[config.mk]
export PLATFORM = sky130hd
export DESIGN_NAME = bmem_arbiter
export DESIGN_NICKNAME = d
export VERILOG_FILES = /design/src/rtl/bmem_arbiter_pkg.sv /design/src/rtl/bmem_line_buf.sv /design/src/rtl/bmem_arbiter.sv
export SDC_FILE = /design/constraint.sdc
export NUM_CORES = 2
export LEC_CHECK = 0
export BUFFER_PORTS_ARGS = -buffer_cell sky130_fd_sc_hd__buf_2
export CAP_MARGIN = 20
export CORE_AREA = 5 5 399 401
export DETAILED_ROUTE_END_ITERATION = 8
export DIE_AREA = 0 0 404 406
export GPL_TIMING_DRIVEN = 0
export PLACE_DENSITY = 0.55
export SKIP_LAST_GASP = 1
export SYNTH_ARGS = -nofsm -noshare
export SYNTH_HDL_FRONTEND = slang
export SYNTH_SLANG_ARGS = --single-unit
[constraint.sdc]
create_clock -name clk -period 3.9 [get_ports clk]
set_input_delay 0.78 -clock clk [delete_from_list [all_inputs] [get_ports clk]]
set_output_delay 0.78 -clock clk [all_outputs]
set_load 0.01 [all_outputs]
[src/rtl/bmem_arbiter_pkg.sv]
// bmem_arbiter_pkg
//   Shared types and constants for the I/D cache to burst-memory arbiter.
//   - arb_state_t : arbiter FSM states
//   - requester_t : which cache port owns the current transaction
//   - LINE_W, BURST_LEN : cache line width and beats per line
//   - line_base() : strips the byte offset from an address to get the line address
package bmem_arbiter_pkg;

  localparam int LINE_W    = 256;
  localparam int BURST_LEN = 4;

  // Byte offset within a 32-byte line.
  localparam logic [31:0] LINE_OFFSET_MASK = 32'h0000_001F;

  typedef enum logic [2:0] {
    IDLE,
    RD_ISSUE,
    RD_WAIT,
    WR_BURST,
    RESP
  } arb_state_t;

  typedef enum logic {
    REQ_I,
    REQ_D
  } requester_t;

  function automatic logic [31:0] line_base(input logic [31:0] addr);
    return addr & ~LINE_OFFSET_MASK;
  endfunction

endpackage

[src/rtl/bmem_line_buf.sv]
// bmem_line_buf
//   Cache-line assembly register, written one beat at a time.
//   Ports:
//     clk, rst : clock and synchronous active-high reset (clears the line)
//     we       : write enable for one beat
//     idx      : beat index to write
//     wdata    : beat data
//     line     : full assembled line
module bmem_line_buf #(
  parameter int BEAT_W    = 64,
  parameter int BURST_LEN = 4
) (
  input  logic                        clk,
  input  logic                        rst,
  input  logic                        we,
  input  logic [1:0]                  idx,
  input  logic [BEAT_W-1:0]           wdata,
  output logic [BEAT_W*BURST_LEN-1:0] line
);

  always_ff @(posedge clk) begin
    if (rst) begin
      line <= '0;
    end else if (we) begin
      line[BEAT_W*idx +: BEAT_W] <= wdata;
    end
  end

endmodule

[src/rtl/bmem_arbiter.sv]
// bmem_arbiter
//   Arbitrates an I-cache (read-only) and a D-cache port onto one burst
//   memory. Reads issue a single accepted request and collect BURST_LEN
//   address-tagged beats; writes stream BURST_LEN beats under bmem_ready
//   flow control. Every output is registered.
//   Ports:
//     clk, rst                 : clock, synchronous active-high reset
//     i_dfp_*                  : I-cache line port (addr, read, rdata, resp)
//     d_dfp_*                  : D-cache line port (addr, read, write, wdata, rdata, resp)
//     bmem_addr/read/write/wdata : memory request side
//     bmem_ready/raddr/rdata/rvalid : memory response side
//   Build option:
//     ARB_ROUND_ROBIN_EN : when defined, simultaneous requests alternate
//     between ports; otherwise the D-cache always wins.
module bmem_arbiter
  import bmem_arbiter_pkg::*;
#(
  parameter int BURST_LEN = bmem_arbiter_pkg::BURST_LEN,
  parameter int BEAT_W    = 64
) (
  input  logic              clk,
  input  logic              rst,
  input  logic [31:0]       i_dfp_addr,
  input  logic              i_dfp_read,
  output logic [LINE_W-1:0] i_dfp_rdata,
  output logic              i_dfp_resp,
  input  logic [31:0]       d_dfp_addr,
  input  logic              d_dfp_read,
  input  logic              d_dfp_write,
  input  logic [LINE_W-1:0] d_dfp_wdata,
  output logic [LINE_W-1:0] d_dfp_rdata,
  output logic              d_dfp_resp,
  output logic [31:0]       bmem_addr,
  output logic              bmem_read,
  output logic              bmem_write,
  output logic [BEAT_W-1:0] bmem_wdata,
  input  logic              bmem_ready,
  input  logic [31:0]       bmem_raddr,
  input  logic [BEAT_W-1:0] bmem_rdata,
  input  logic              bmem_rvalid
);

  localparam logic [1:0] LAST_BEAT = 2'(BURST_LEN - 1);

  arb_state_t        state, state_n;
  logic [1:0]        cnt, cnt_n, cnt_inc;
  requester_t        gnt_q, gnt_n, pick;
  logic              wr_op_q, wr_op_n;
  logic [31:0]       line_addr_q, line_addr_n, pick_addr;
  logic [LINE_W-1:0] wbuf_q, wbuf_n;
  logic              d_req, i_req, beat_hit, beat_we;
  logic [LINE_W-1:0] line, assembled;

  logic              bmem_read_n, bmem_write_n, i_resp_n, d_resp_n;
  logic [31:0]       bmem_addr_n;
  logic [BEAT_W-1:0] bmem_wdata_n;
  logic [LINE_W-1:0] i_rdata_n, d_rdata_n;

`ifdef ARB_ROUND_ROBIN_EN
  requester_t        last_grant;
`endif

  bmem_line_buf #(
    .BEAT_W   (BEAT_W),
    .BURST_LEN(BURST_LEN)
  ) u_line_buf (
    .clk  (clk),
    .rst  (rst),
    .we   (beat_we),
    .idx  (cnt),
    .wdata(bmem_rdata),
    .line (line)
  );

  // Port selection; a simultaneous read+write on the D port counts as a write.
  always_comb begin
    d_req = d_dfp_read | d_dfp_write;
    i_req = i_dfp_read;
`ifdef ARB_ROUND_ROBIN_EN
    if (d_req && i_req) begin
      pick = (last_grant == REQ_D) ? REQ_I : REQ_D;
    end else begin
      pick = d_req ? REQ_D : REQ_I;
    end
`else
    pick = d_req ? REQ_D : REQ_I;
`endif
    pick_addr = line_base((pick == REQ_D) ? d_dfp_addr : i_dfp_addr);
  end

  // Next-state and next-output logic. Outputs are computed one cycle ahead
  // so they can be registered without adding latency.
  always_comb begin
    state_n      = state;
    cnt_n        = cnt;
    cnt_inc      = cnt + 2'd1;
    gnt_n        = gnt_q;
    wr_op_n      = wr_op_q;
    line_addr_n  = line_addr_q;
    wbuf_n       = wbuf_q;
    bmem_read_n  = 1'b0;
    bmem_write_n = 1'b0;
    bmem_addr_n  = bmem_addr;
    bmem_wdata_n = bmem_wdata;
    i_resp_n     = 1'b0;
    d_resp_n     = 1'b0;
    i_rdata_n    = i_dfp_rdata;
    d_rdata_n    = d_dfp_rdata;
    beat_we      = 1'b0;
    beat_hit     = bmem_rvalid && (bmem_raddr == line_addr_q);
    // The last beat is written into the buffer on the same edge the response
    // goes out, so the returned line merges it in directly.
    assembled                        = line;
    assembled[BEAT_W*cnt +: BEAT_W]  = bmem_rdata;

    unique case (state)
      IDLE: begin
        if (d_req || i_req) begin
          gnt_n       = pick;
          wr_op_n     = (pick == REQ_D) && d_dfp_write;
          line_addr_n = pick_addr;
          bmem_addr_n = pick_addr;
          cnt_n       = '0;
          if ((pick == REQ_D) && d_dfp_write) begin
            wbuf_n       = d_dfp_wdata;
            bmem_write_n = 1'b1;
            bmem_wdata_n = d_dfp_wdata[BEAT_W-1:0];
            state_n      = WR_BURST;
          end else begin
            bmem_read_n = 1'b1;
            state_n     = RD_ISSUE;
          end
        end
      end
      RD_ISSUE: begin
        if (bmem_ready) begin
          state_n = RD_WAIT;
        end else begin
          bmem_read_n = 1'b1;
        end
      end
      RD_WAIT: begin
        if (beat_hit) begin
          beat_we = 1'b1;
          if (cnt == LAST_BEAT) begin
            cnt_n   = '0;
            state_n = RESP;
            if (gnt_q == REQ_D) begin
              d_resp_n  = 1'b1;
              d_rdata_n = assembled;
            end else begin
              i_resp_n  = 1'b1;
              i_rdata_n = assembled;
            end
          end else begin
            cnt_n = cnt_inc;
          end
        end
      end
      WR_BURST: begin
        if (bmem_ready) begin
          if (cnt == LAST_BEAT) begin
            cnt_n    = '0;
            state_n  = RESP;
            d_resp_n = 1'b1;
          end else begin
            cnt_n        = cnt_inc;
            bmem_write_n = 1'b1;
            bmem_wdata_n = wbuf_q[BEAT_W*cnt_inc +: BEAT_W];
          end
        end else begin
          bmem_write_n = 1'b1;
        end
      end
      RESP: begin
        state_n = IDLE;
      end
      default: begin
        state_n = IDLE;
      end
    endcase
  end

  // State and registered outputs; reset abandons any transaction in flight.
  always_ff @(posedge clk) begin
    if (rst) begin
      state       <= IDLE;
      cnt         <= '0;
      gnt_q       <= REQ_I;
      wr_op_q     <= 1'b0;
      line_addr_q <= '0;
      wbuf_q      <= '0;
      bmem_read   <= 1'b0;
      bmem_write  <= 1'b0;
      bmem_addr   <= '0;
      bmem_wdata  <= '0;
      i_dfp_resp  <= 1'b0;
      d_dfp_resp  <= 1'b0;
      i_dfp_rdata <= '0;
      d_dfp_rdata <= '0;
    end else begin
      state       <= state_n;
      cnt         <= cnt_n;
      gnt_q       <= gnt_n;
      wr_op_q     <= wr_op_n;
      line_addr_q <= line_addr_n;
      wbuf_q      <= wbuf_n;
      bmem_read   <= bmem_read_n;
      bmem_write  <= bmem_write_n;
      bmem_addr   <= bmem_addr_n;
      bmem_wdata  <= bmem_wdata_n;
      i_dfp_resp  <= i_resp_n;
      d_dfp_resp  <= d_resp_n;
      i_dfp_rdata <= i_rdata_n;
      d_dfp_rdata <= d_rdata_n;
    end
  end

`ifdef ARB_ROUND_ROBIN_EN
  // Remembers who won the most recent grant so ties alternate.
  always_ff @(posedge clk) begin
    if (rst) begin
      last_grant <= REQ_I;
    end else if ((state == IDLE) && (d_req || i_req)) begin
      last_grant <= pick;
    end
  end
`endif

endmodule

==> metrics.md <==
| Metric | Value |
|---|---|
| Run status | `finished, final reports clean` |
| Filler cell count | `15,990` |
| Biggest cell delay along the critical path | `650 ps` |
| Timing-limited maximum frequency | `0.2725 GHz` |
| Power per cell area | `521.0 mW/mm2` |
| Buffer depth of the longest clock path | `3` |
| Highest signal layer in the routed design | `met5` |
| Wire length on met3 | `17.78 mm` |
| Mapped Cells | `4,920` |
| Number of flops mapped to enable cells by yosys | `0` |
| Number of cells on the worst reg-to-reg path | `8` |
| Std-Cell Rows | `145` |
| CP Buf/Inv Count | `2` |
| Worst slew margin | `24.74%` |
| Met2 wire length | `113.2 mm` |
| Initial antenna violation count | `89` |
| Internal power component | `21.82 mW` |
| Maximum number of pins on one net before global-route repair | `17` |
| Reg power frac | `40.9%` |
| Warnings, synthesis | `0` |
| Number of endpoints with negative hold slack in the final report | `0` |
| Net switching power figure | `9.699 mW` |
| Nets | `6,518` |
| Sort of element at the start of the critical path | `flop` |
| Number of global-route vias before repair | `41,760` |
| Clock tree skew after final layout | `30.87 ps` |
| Total clock buffers created by CTS | `132` |
| Period utilisation layout | `94.08%` |
| Total Routing Usage GR | `26.91%` |
| Gr ovfl total | `0` |
| Pins Over Slew Limit | `0` |
| Synth area leader | `dfxtp_1` |
| Main area contributors after synthesis | `dfxtp_1 47%, mux2i_1 8.9%, nor2b_1 6.1%, a21oi_1 5.4%, nand2b_1 4.8%` |
| Type of the setup path with the least slack | `reg2reg` |
| Clock sink count | `1,125` |
| Area of the mapped netlist | `0.04801 mm2` |
| Count of different cell masters after synthesis | `57` |
| Endpoints failing setup | `0` |
| Average wire per cell in the routed design | `27.73 um` |
| Static Leak | `27.68 nW` |
| Total length of routed wires | `229.8 mm` |
| TritonCTS clock tree | `done` |
| Weighted congestion at the end of routability-driven global placement | `0.9146` |
| Part of the power in the clock network | `40.9%` |
| Dominant register cell in the synthesized netlist | `dfxtp_1` |
| Area taken by multi-input logic gates | `0.02321 mm2` |
| Vias | `41,650` |
| Part of the Yosys area used for sequential elements | `46.91%` |
| Floorplan die area | `0.1640 mm2` |
| Hold-fix buffer count after cts | `0` |
| Fraction of final layout cells with drive strength greater than 1 | `29.97%` |
| Max Cap Violations | `0` |
| Die height | `406 um` |
| Final core utilization | `38.95%` |
| Metal1 wirelength | `89.91 mm` |
| Family of cells with the greatest summed delay on the critical path | `simple AND/OR/NAND/NOR gates` |
| Hold-critical path depth | `3` |
| Number of gates on the worst path with buffers counted | `8` |
| Clock Latency Late Sink | `770 ps` |
| Arrival time of data at the critical path endpoint | `4290 ps` |
| Setup Total Neg Slack | `0 ps` |
| Synth Area per Inst | `9.758 um2` |
| Kind of capture point of the worst setup path | `flop` |
| Crit path cell chain | `xor2_1 -> nor4_1 -> nand2_1 -> nor4_2 -> nand3_1 -> clkbuf_2 -> buf_2 -> mux2i_1` |
| Actual slew at the worst max-slew pin | `1129 ps` |
| Setup repair after global routing missed its margin | `false` |
| Starting DRC count in detailed routing | `2,734` |
| Final HPWL from detailed placement | `184.9 mm` |
| Largest driver fanout on the critical path | `10` |
| Port bufs | `1,018` |
| Remaining antenna violation count after routing | `0` |
| Io pins | `1,035` |
| Layout overhead on the synthesized area | `25.99%` |
| Core ar. | `0.1553 mm2` |
| Sequential cell area in the final layout | `0.02252 mm2` |
| First-pass GRT wire length | `316.2 mm` |
| Power after layout | `31.51 mW` |
| Drt first pass iters | `6` |
| Clock edge transition at the registers on the reported setup and hold paths | `60 ps` |
| Required @ worst endpoint | `4520 ps` |
| Initial standard-cell utilization of the core | `30.91%` |
| Root buffer cell | `clkbuf_16` |
| H-tree lvl count | `4` |
| Peak supply drop | `0.0004254 V` |
| Min Tclk post-route | `3669 ps` |
| Drt drc | `0` |
| Fraction of power spent switching nets | `30.78%` |
| Share of the synthesized area in the top cell type | `46.91%` |
| Detailed-route vias per instance | `5.026` |
| Kind of path behind the tightest hold check | `in2reg` |
| #FFs+latches synth | `1,125` |
| Combinational share of power | `18.2%` |
| Number of instances in the placed design | `8,013` |
| Cell with the largest stage delay on the worst path | `clkbuf_2` |
| Async set or reset register ratio after synthesis | `0%` |
| Die X-Extent | `404 um` |
| Cell Count, Final, Fillers Out | `8,287` |
[flip-flops by register name, indices dropped and copies added (netlist names)]
name	count
line_addr_q	27
i_dfp_rdata	256
wbuf_q	256
bmem_write	1
u_line_buf.line	256
state	3
d_dfp_resp	1
gnt_q	1
bmem_wdata	64
cnt	2
d_dfp_rdata	256
bmem_read	1
i_dfp_resp	1
[cells in the mapped netlist, drive strengths merged (7+ instances only)]
master / count
o21ai: 31
nand2b: 372
buf: 165
nor2: 179
xor2: 15
or2: 184
a22o: 256
mux2i: 429
a21oi: 518
xnor2: 7
inv: 7
a311oi: 27
dfxtp: 1125
nand2: 551
a211oi: 65
mux4: 64
clkbuf: 247
nor2b: 474
mux2: 149
[stage by stage]
step	setup slack (ps)	hold slack, ps	area [um2]
global placement	-1012	438.5	55690
floorplan	1304	433.1	48020
CTS	19.85	174.5	60390
detailed placement	-671.3	443.4	55900
global route	65.60	195.4	60460
finish	230.7	247.0	60490
[cells in the final DEF, fill, tap and decap left out, drive strengths merged, types with 3 or more instances in the layout]
cell / Yosys / layout
a211oi: 65 / 65
nor2: 179 / 179
conb: 1 / 5
nor4b: 3 / 3
and3: 3 / 3
bufinv: 0 / 9
nor4: 6 / 6
nor2b: 474 / 474
nand3b: 3 / 3
xnor2: 7 / 7
nand4: 3 / 3
or2: 184 / 184
nand2b: 372 / 372
a311oi: 27 / 27
buf: 165 / 1196
o21ai: 31 / 31
dfxtp: 1125 / 1125
xor2: 15 / 15
diode: 0 / 37
inv: 7 / 12
ha: 6 / 6
mux2i: 429 / 429
clkinv: 0 / 21
mux2: 149 / 149
nor3: 5 / 5
nand3: 3 / 3
clkbuf: 247 / 446
clkinvlp: 0 / 3
a21oi: 518 / 518
nand2: 551 / 551
a22o: 256 / 256
a31oi: 4 / 4
mux4: 64 / 64
[power groups by stage]
stage | logic, mW | registers (mW) | clock network (mW)
finish | 5.72 | 12.9 | 12.9
floorplan | 3.11 | 13.0 | 0
global placement | 5.63 | 13.1 | 0
CTS | 5.72 | 12.9 | 13.1
global route | 6.18 | 12.9 | 13.6
detailed placement | 5.71 | 13.1 | 0
[metal layers]
metal	vias to the layer above	track usage, %
li1	19130	-
met1	20500	31.12
met2	1572	47.53
met3	393	7.961
met4	54	9.080
met5	-	0
[area by class of cell]
cell class	instances	area share [%]
Sequential cell	1125	37.24
Tap cell	2058	4.257
Multi-Input combinational cell	3380	38.37
Timing Repair Buffer	1031	8.750
Antenna cell	37	0.1531
Clock inverter	38	0.8543
Inverter	7	0.04344
Buffer	412	3.781
Clock buffer	199	6.551
[worst reg2reg max path: cells and delay by family (launching register included)]
kind                      cells  cell delay [ps]
and+or+nand+nor               4             1380
DFF                           1              540
muxes                         1              180
xor gates and xnor gates      1              300
buffers and inverters         2             1150
[final timing paths]
check,start,slack (ps),to
max,line_addr_q[17]$_SDFFE_PP0P_,230,d_dfp_rdata[75]$_SDFFE_PP0P_
min,d_dfp_wdata[120],250,wbuf_q[120]$_SDFFE_PP0P_
max reg2reg,line_addr_q[17]$_SDFFE_PP0P_,230,d_dfp_rdata[75]$_SDFFE_PP0P_
min reg2reg,wbuf_q[45]$_SDFFE_PP0P_,450,wbuf_q[45]$_SDFFE_PP0P_
[kinds of logic (layout without fill, tap and decap cells)]
group,after synthesis,in the layout,share of synthesized area (%)
AO/OA/AOI/OAI,910,910,12.57
other,1,42,0.007811
adder cells (fa/ha/maj),6,6,0.1564
AND/OR/NAND/NOR,1795,1795,19.73
XOR/XNOR,22,22,0.4014
buffers and inverters,419,1687,4.777
flip-flops,1125,1125,46.91
multiplexers,642,642,15.44
[timing repair]
item                                    4_1_cts  5_1_grt
endpoints found under the setup margin      202      149
buffers inserted                              0        0
gates resized for setup                       9        4
Note: power is estimated with default switching activity, not from simulation.
